==> config.mk <==
export PLATFORM = sky130hd
export DESIGN_NAME = y_alu
export DESIGN_NICKNAME = d
export VERILOG_FILES = /design/src/rtl/y_alu_pkg.sv /design/src/rtl/y_add_sub.sv /design/src/rtl/y_alu.sv
export SDC_FILE = /design/constraint.sdc
export NUM_CORES = 1
export LEC_CHECK = 0
export ABC_AREA = 1
export CORE_MARGIN = 2
export CORE_UTILIZATION = 30
export DETAILED_ROUTE_END_ITERATION = 10
export PLACE_DENSITY = 0.65
export SLEW_MARGIN = 20
export SYNTH_ARGS = -nofsm -noshare
export SYNTH_HDL_FRONTEND = slang
export SYNTH_HIERARCHICAL = 1
export SYNTH_SLANG_ARGS = --single-unit
export TNS_END_PERCENT = 10
==> constraint.sdc <==
create_clock -name clk -period 16.6 [get_ports clk]
set_clock_uncertainty 0.05 [all_clocks]
set_input_delay 1.66 -clock clk [delete_from_list [all_inputs] [get_ports clk]]
set_output_delay 1.66 -clock clk [all_outputs]
set_load 0.005 [all_outputs]
==> src/rtl/y_alu_pkg.sv <==
// Shared constants for the 32-bit ALU: datapath width and op codes.
package y_alu_pkg;

    localparam int unsigned DATA_W = 32;

    localparam logic [2:0] OP_AND = 3'b000;
    localparam logic [2:0] OP_OR  = 3'b001;
    localparam logic [2:0] OP_ADD = 3'b010;
    localparam logic [2:0] OP_SUB = 3'b110;
    localparam logic [2:0] OP_SLT = 3'b111;

endpackage

==> src/rtl/y_add_sub.sv <==
// 32-bit ripple-carry adder/subtractor; sub inverts b and sets carry-in.
module y_add_sub
    import y_alu_pkg::*;
(
    input  logic [DATA_W-1:0] a,
    input  logic [DATA_W-1:0] b,
    input  logic              sub,
    output logic [DATA_W-1:0] sum,
    output logic              cout,
    output logic              ovf
);

    logic [DATA_W:0]   carry;
    logic [DATA_W-1:0] bx;

    always_comb begin
        bx       = sub ? ~b : b;
        carry    = '0;
        sum      = '0;
        carry[0] = sub;
        for (int i = 0; i < DATA_W; i++) begin
            sum[i]       = a[i] ^ bx[i] ^ carry[i];
            carry[i + 1] = (a[i] & bx[i]) | (carry[i] & (a[i] ^ bx[i]));
        end
    end

    assign cout = carry[DATA_W];
    // Signed overflow: carry into the sign bit differs from carry out of it.
    assign ovf  = carry[DATA_W] ^ carry[DATA_W-1];

endmodule

==> src/rtl/y_alu.sv <==
// Registered 32-bit ALU: AND/OR/ADD/SUB/SLT with zero flag, one-cycle latency.
module y_alu
    import y_alu_pkg::*;
(
    input  logic              clk,
    input  logic              rst,
    output logic [DATA_W-1:0] z,
    output logic              ex,
    input  logic [DATA_W-1:0] a,
    input  logic [DATA_W-1:0] b,
    input  logic [2:0]        op
);

    logic [DATA_W-1:0] sum;
    logic              unused_carry;
    logic              ovf;
    logic              slt;
    logic [DATA_W-1:0] result;
    logic [DATA_W-1:0] z_q;
    logic              ex_q;

    // op[2] selects subtract, so SUB and SLT share the one adder.
    y_add_sub u_add_sub (
        .a    (a),
        .b    (b),
        .sub  (op[2]),
        .sum  (sum),
        .cout (unused_carry),
        .ovf  (ovf)
    );

    assign slt = sum[DATA_W-1] ^ ovf;

    always_comb begin
        result = '0;
        case (op)
            OP_AND:  result = a & b;
            OP_OR:   result = a | b;
            OP_ADD:  result = sum;
            OP_SUB:  result = sum;
            OP_SLT:  result = {{(DATA_W-1){1'b0}}, slt};
            default: result = '0;
        endcase
    end

    always_ff @(posedge clk) begin
        if (rst) begin
            z_q  <= '0;
            ex_q <= 1'b1;
        end else begin
            z_q  <= result;
            ex_q <= (result == '0);
        end
    end

    assign z  = z_q;
    assign ex = ex_q;

endmodule

# [Word level (Yosys, flattened, before mapping)]
# Index checks and enable logic that the tools add are counted.
[word_totals] regBits=33 latchBits=0 mem_bits_ro=0 inputBits=69 out_inout_bits=33 mem_count=0 mem_bits_rw=0
[op_classes] reduce_logical=3 n_shift=0 add_sub_neg=0 n_eq_ne=4 n_mul=0 n_div=0 bitwise_logic=165 n_lt_le_gt_ge=0 mux=2
[ops] cell="32-bit one-hot mux with 4 select lines" n=1
[ops] cell="1-bit bitwise XOR" n=66
[ops] cell="1-bit AND" n=64
[ops] cell="32-bit AND" n=1
[ops] cell="32-bit logical NOT" n=1
[ops] cell="32-bit 2-to-1 mux" n=1
[ops] cell="32-bit inverter" n=1
[ops] cell="1-bit OR" n=32
[ops] cell="32-bit OR" n=1
[ops] cell="3-bit equality test, second input constant" n=2
[ops] cell="3-bit by 1-bit equality test with 1-bit output, second input constant" n=1
[ops] cell="3-bit by 2-bit equality test with 1-bit output, second input constant" n=1
[ops] cell="3-bit logical NOT" n=1
[ops] cell="2-bit OR reduction" n=1

# [Depth between registers and ports, before layout]
# Gate-level depths: netlist (run 1).
[logic_depth] word_depth=71 mapped_depth=53 mapped_depth_nobuf=52

# [Cells and area by module]
# Netlist (run 1), hierarchy kept.
[modules_own_cells] mod="y_alu" cells_each=418 area_per_inst_um2=2259.7 n_inst=1
[modules_own_cells] mod="y_add_sub" cells_each=235 area_per_inst_um2=1466.4 n_inst=1

# [Worst setup path after synthesis (run 1)]
# No wires, ideal clock.
[synth_timing] path_type="input to register" startpoint="in op[2]" endpoint="reg ex_q, in the netlist ex" setup_time_ps=60 setup_slack_ps=2330 required_ps=16490 arrival_ps=14160 path_buffers=1 cell_stages=50 path_cell_list="buf_6 > inv_8 > nand2_1 > nand2_1 > fa_1 > inv_1 > fa_1 > fa_1 > fa_1 > fa_1 > fa_1 > fa_1 > fa_1 > fa_1 > fa_1 > fa_1 > fa_1 > fa_1 > [... 14 more ...] > fa_1 > fa_1 > fa_1 > fa_1 > fa_1 > inv_1 > fa_1 > inv_1 > nand2_1 > nand3_1 > nand2_1 > nor2_1 > nand2_1 > nor2_1 > nand2_1 > nor2_1 > nand2_1 > nand2_1"
[synth_between] elab_cells_between_ends=171 classes_between="eq/ne (4); mux (2); bitwise (162); reduce/logical (3)"
[synth_rtl] item="start: declaration" line="y_alu.sv:11" rtl="input logic [2:0] op"
[synth_rtl] item="32-bit 2-to-1 mux" line="y_add_sub.sv:17" rtl="bx = sub ? ~b : b;"
[synth_rtl] item="1-bit bitwise XOR" line="y_add_sub.sv:23" rtl="carry[i + 1] = (a[i] & bx[i]) | (carry[i] & (a[i] ^ bx[i]));"
[synth_rtl] item="1-bit AND" line="y_add_sub.sv:23"
[synth_rtl] item="1-bit OR" line="y_add_sub.sv:23"
[synth_rtl] item="1-bit AND" line="y_add_sub.sv:23"
[synth_rtl] item="1-bit OR" line="y_add_sub.sv:23"
[synth_rtl] item="1-bit AND" line="y_add_sub.sv:23"
[synth_rtl] item="1-bit OR" line="y_add_sub.sv:23"
[synth_rtl] item="[... 53 more ...]"
[synth_rtl] item="1-bit OR" line="y_add_sub.sv:23"
[synth_rtl] item="1-bit AND" line="y_add_sub.sv:23"
[synth_rtl] item="1-bit OR" line="y_add_sub.sv:23"
[synth_rtl] item="1-bit bitwise XOR (*)" line="y_add_sub.sv:22" rtl="sum[i] = a[i] ^ bx[i] ^ carry[i];"
[synth_rtl] item="named net sum[31]" line="y_alu.sv:14" rtl="logic [DATA_W-1:0] sum;"
[synth_rtl] item="1-bit bitwise XOR" line="y_alu.sv:32" rtl="assign slt = sum[DATA_W-1] ^ ovf;"
[synth_rtl] item="32-bit one-hot mux with 4 select lines (*)" line="y_alu.sv:36" rtl="case (op)"
[synth_rtl] item="32-bit logical NOT (*)" line="y_alu.sv:52" rtl="ex_q <= (result == '0);"
[synth_rtl] item="end signal: assignment" line="y_alu.sv:52"
[synth_rtl] item="end: declaration" line="y_alu.sv:20" rtl="logic ex_q;"
# Mark *: on every way through the listed nets, which the timed path passes. The rest lies on a longest branch.
# A chain may end at the register's enable or synchronous reset.

# [Worst setup path after layout (run 1)]
# Ends and elaborated chain as after synthesis.

==> run_results.csv, run 1 <==
group,metric,value,unit
synthesis,syn-num-nets,753,
routing,viasPerCell,4.10,
clock_tree,cts_tree,"built",
clock_tree,cts_resized,0,
routing,drc_errors,0,
timing,slew_headroom,0.356,
clock_tree,cts_root_buf,"clkbuf_16",
place,io_buffer_count,101,
place,place.gp.congestion,0.821,
routing,postRouteAntennaNets,0,
critical_path,crit_top_cell,"fa_1",
timing,setup_tns,0,ns
finish,n_fill_cell,1319,
power_and_ir_drop,power.density,62.2,nW/um2
global_route,grt_pass1_vias,3416,
worst_hold_path,hold_path_class,"in2reg",
place,dp_hpwl,7660,um
global_route,grt_max_degree,33,
synthesis,synth_cells,653,
critical_path,slowest_stage,"clkdlybuf4s50_1",
place,place_ws,0.690,ns
timing,worst_slack,1.01,ns
synthesis,syn_area,3730,um2
critical_path,crit_required,16.77,ns
critical_path,cp_max_fo,31,
critical_path,cp_slowest_stage_delay,0.74,ns
synthesis,ys_seq_area_frac,0.177,
timing,slew_violations,0,
die,die_area,13300,um2
finish,synthToLayoutAreaGrowth,32.6,%
routing,wl,10100,um
synthesis,ys_ff_latch,33,
clock_tree,clockBufferDepth,2,
clock_tree,clk_pin_slew_worst_paths,0.06,ns
synthesis,syn_avg_cell_area,5.71,um2
timing,hold_violations,0,
power_and_ir_drop,power_leakage,0.00293,uW
timing,setup_viol,0,
routing,avgRoutedWirePerCell,11.1,um
die,die_x,115,um
synthesis,yosys.area.top_type_share,0.233,
critical_path,endpoint_kind,"flop",
synthesis,yosysTopAreaCell,"nand2_1",
clock_tree,cts_buffers,5,
timing,tightest_slew,0.965,ns
global_route,overflow,0,
job,maxCapViolCount,0,
routing,drt_pass1_iterations,5,
die,initial_core_util,0.309,
die,io_pins,102,
routing,num_vias,3736,
finish,final_cell_area,4940,um2
die,core_area,12100,um2
global_route,grt_pass1_wl,16600,um
critical_path,start_kind,"primary input",
die,die_h,115,um
timing,fmax,0.0641,GHz
finish,drive_gt1_frac,0.0309,
synthesis,netlist_top_cells_area,"nand2_1, dfxtp_1, inv_1",
finish,antenna_cells,0,
critical_path,arrival,15.76,ns
place,dpl_cell_area,4780,um2
global_route,grt_usage,0.159,
power_and_ir_drop,vdd_drop_max,0.0000304,V
critical_path,critPathKind,"in2reg",
clock_tree,cts_setup_buffers,0,
timing,finalCritPeriodShare,0.939,
global_route,antenna_found_initial,0,
finish,nets,843,
synthesis,ys_warn_count,6,
die,rows,40,
clock_tree,ctsHoldBuffers,0,
timing,rsz0062_at_grt,"false",
clock_tree,cts_sinks,33,
clock_tree,h-tree-depth,2,
timing,layout_min_cycle_time,15.59,ns
routing,dr.first_iter.drc_count,206,
synthesis,synth_cell_types,20,
run_status,status,"finished, final reports clean",
==> registers in the layout, summed over array words and instances (netlist names) <==
signal	flops
ex	1
z	32
==> worst max-delay path: cells and delay by family <==
kind	cells	cell delay, ns
adders and majority gates	31	11.79
buffers and inverters	7	1.44
and+or+nand+nor	12	0.88
==> worst paths after layout <==
path                  slack [ns]   from   end  cells past startpoint
worst max-delay path        1.01  op[2]    ex                     50
worst min-delay path        1.94    rst  z[0]                      2
==> power breakdown <==
part / internal (uW) / switching, uW
registers: 85.2 / 1.59
clock network: 63.6 / 37.4
logic: 54.9 / 64.7
==> routing by layer <==
metal | up-vias | global-route usage | routed length [um]
li1 | 2013 | - | -
met1 | 1626 | 0.210 | 4640
met2 | 91 | 0.272 | 4840
met3 | 6 | 0.0241 | 522
met4 | 0 | 0.0434 | 114
met5 | - | 0 | 0
==> cells in the final DEF (no fill, tap or decap) <==
master,Yosys,final
nor2_1,86,86
nand3_1,25,25
fa_1,31,31
nand2_2,5,5
clkdlybuf4s50_1,0,101
buf_4,1,3
o21ai_0,37,37
o21ai_1,3,3
nand2_4,1,1
clkinv_2,0,1
nor2_4,2,2
inv_2,2,2
clkbuf_16,0,5
nand2_1,231,231
inv_8,1,1
clkbuf_8,3,2
or2_2,1,1
inv_1,174,174
dfxtp_1,33,33
==> through the flow <==
stage,power [uW],cells,utilization,hold slack [ns]
after global placement,207,904,0.397,2.26
after floorplan,161,653,-,1.68
after detailed placement,209,904,0.397,2.25
after CTS,312,912,0.410,1.95
final,307,912,0.410,1.94
after global routing,334,912,0.410,1.95
==> logic make-up after synthesis <==
kind of cell	Yosys count	synth area share
adder cells (fa/ha/maj)	31	0.167
AO/OA/AOI/OAI	40	0.0537
flip-flops	33	0.177
buffers and inverters	198	0.230
AND/OR/NAND/NOR	351	0.372
==> synthesized netlist by cell type (all sizes together) <==
cell / count
inv: 177
clkbuf: 5
dfxtp: 33
nand2: 237
fa: 31
buf: 16
nand3: 25
or2: 1
nor2: 88
o21ai: 40
==> cell type report <==
type	count	area, um2	share of cell area
multi-input combinational	422	2210	0.447
timing repair buffer	104	1030	0.209
inverter	177	672	0.136
clock buffer	7	153	0.0309
clock inverter	1	5.00	0.00101
sequential	33	661	0.134
tap	168	210	0.0425
No activity file was read; power rests on OpenSTA's default activity.
==> inputs of run 2 (changes only) <==
clock period = 15.55 ns   (was 16.6 ns; I/O delays follow)
==> run 2 against run 1 <==
Effect of this change:
- via count fell by 0.32%
- sequential share of layout area is 0.061 points lower
- total power up 6.8%
- critical path depth unchanged
- hold slack lost 0.14 ns
- first-iteration DRC count decreased by 20%
- clock power grew 6%
- design area grew 0.46%
- die area stayed put
- cell count rose by 0.11%
- global-route usage is 0.22 points lower
- critical path type unchanged
==> run_results.csv, run 2 (same netlist as run 1, synthesis figures left out) <==
group,metric,value,unit
finish,final_cells,913,
timing,slew_violations,0,
global_route,grt_pass1_wl,16400,um
critical_path,start_kind,"primary input",
place,dp.cells,905,
clock_tree,h-tree-depth,2,
die,rows,40,
finish,drive_gt1_frac,0.0362,
critical_path,critPathKind,"in2reg",
critical_path,endpoint_kind,"flop",
routing,drc_errors,0,
finish,final_cell_mix,"nand2_1, inv_1, clkdlybuf4s50_1",
critical_path,worst-path-buf-inv,7,
die,die_x,115,um
finish,ff_latch_area,661,um2
critical_path,cp.depth,50,
finish,nets,844,
critical_path,cp_max_fo,4,
critical_path,path_delay_family,"adder cells",
critical_path,cp-endpoint,"ex",
die,initial_core_util,0.309,
timing,fmax,0.0675,GHz
clock_tree,cts_buffers,5,
finish,synthToLayoutAreaGrowth,33.2,%
finish,multi_input_area,2210,um2
global_route,grt_usage,0.157,
die,core_area,12100,um2
global_route,grt_max_degree,33,
timing,rsz0062_at_grt,"false",
routing,viasPerCell,4.08,
timing,layout_min_cycle_time,14.81,ns
die,die_h,115,um
power_and_ir_drop,power,328,uW
place,dp_hpwl,7620,um
global_route,grtUsageMet1,0.200,
job,maxCapViolCount,0,
timing,hold_violations,0,
die,die_area,13300,um2
routing,num_vias,3724,
routing,drt_pass1_iterations,4,
critical_path,arrival,14.97,ns
global_route,busiest_layer,"met2",
routing,wl,10100,um
clock_tree,ctsHoldBuffers,0,
die,io_pins,102,
global_route,grt_use_met2,0.280,
global_route,grtUsageMet3,0.0214,
power_and_ir_drop,power.density,66.1,nW/um2
finish,largest_reg_flops,32,
finish,antenna_cells,0,
place,place.gp.congestion,0.863,
power_and_ir_drop,vdd_drop_max,0.0000301,V
timing,slew_headroom,0.355,
timing,setup_viol,0,
global_route,grt_pass1_vias,3505,
place,io_buffer_count,101,
clock_tree,cts_tree,"built",
critical_path,crit_required,15.71,ns
timing,finalCritPeriodShare,0.953,
critical_path,slowest_stage,"clkdlybuf4s50_1",
clock_tree,clockBufferDepth,2,
clock_tree,cts_root_buf,"clkbuf_16",
critical_path,cp_slowest_stage_delay,0.47,ns
timing,setup_tns,0,ns
global_route,antenna_found_initial,0,
worst_hold_path,hold_path_class,"in2reg",
timing,whs,1.80,ns
routing,postRouteAntennaNets,0,
global_route,overflow,0,
run_status,status,"finished, final reports clean",
finish,n_fill_cell,1302,
timing,tightest_slew,0.967,ns
critical_path,critPathLaunch,"b[1]",
routing,avgRoutedWirePerCell,11.0,um
routing,dr.first_iter.drc_count,164,
finish,final_common_cell,"nand2_1",
critical_path,crit_top_cell,"fa_1",
clock_tree,clk_pin_slew_worst_paths,0.06,ns
clock_tree,cts_sinks,33,
power_and_ir_drop,power_leakage,0.00297,uW
## run 2: final cells by class
class | instances | share of cell area
Clock inverter | 1 | 0.00101
Timing Repair Buffer | 105 | 0.211
Tap cell | 168 | 0.0423
Multi-Input combinational cell | 422 | 0.446
Sequential cell | 33 | 0.133
Clock buffer | 7 | 0.0308
Inverter | 177 | 0.135
## run 2: power breakdown
part	switching, uW	leakage, uW	total (uW)	internal [uW]
Combinational	69.1	0.00261	128	59.2
Clock	39.5	0.0000799	107	67.9
Sequential	1.54	0.000271	92.5	90.9
Total	110	0.00297	328	218
## run 2: worst min-delay path: stages
cell and delay [ns]:
dlymetal6s2s_1 0.17, nand2_1 0.07, o21ai_1 0.10, nor2_2 0.13, nor2_1 0.06
## run 2: through the flow
| stage | utilization | worst slack [ns] | instance area [um2] |
|---|---|---|---|
| 2_1_floorplan | - | 1.38 | 3730 |
| 3_3_place_gp | 0.397 | 0.243 | 4790 |
| 3_5_place_dp | 0.397 | 0.00499 | 4790 |
| 4_1_cts | 0.410 | 0.266 | 4950 |
| 5_1_grt | 0.412 | 0.0691 | 4960 |
| 6_report | 0.412 | 0.736 | 4960 |
## run 2: how the worst min path moves through the flow
stage	startpoint	to	slack, ns	depth (start not counted)
detailed placement	rst	z[0]	2.18	2
global placement	rst	z[0]	2.20	2
finish	b[0]	z[0]	1.80	5
global route	b[0]	z[0]	1.85	5
CTS	rst	z[0]	1.89	2
floorplan	rst	z[0]	1.58	1
## run 2: per-layer routing
| metal | part of all wire | wire length [um] |
|---|---|---|
| met2 | 0.49 | 4890 |
| met3 | 0.048 | 486 |
| met4 | 0.011 | 108 |
| met1 | 0.46 | 4580 |
| met5 | 0 | 0 |
## run 2: what timing repair did
| item | 4_1_cts | 5_1_grt |
|---|---|---|
| buffers inserted | 0 | 0 |
| setup endpoints to repair | 0 | 2 |
| resized for setup | 0 | 6 |
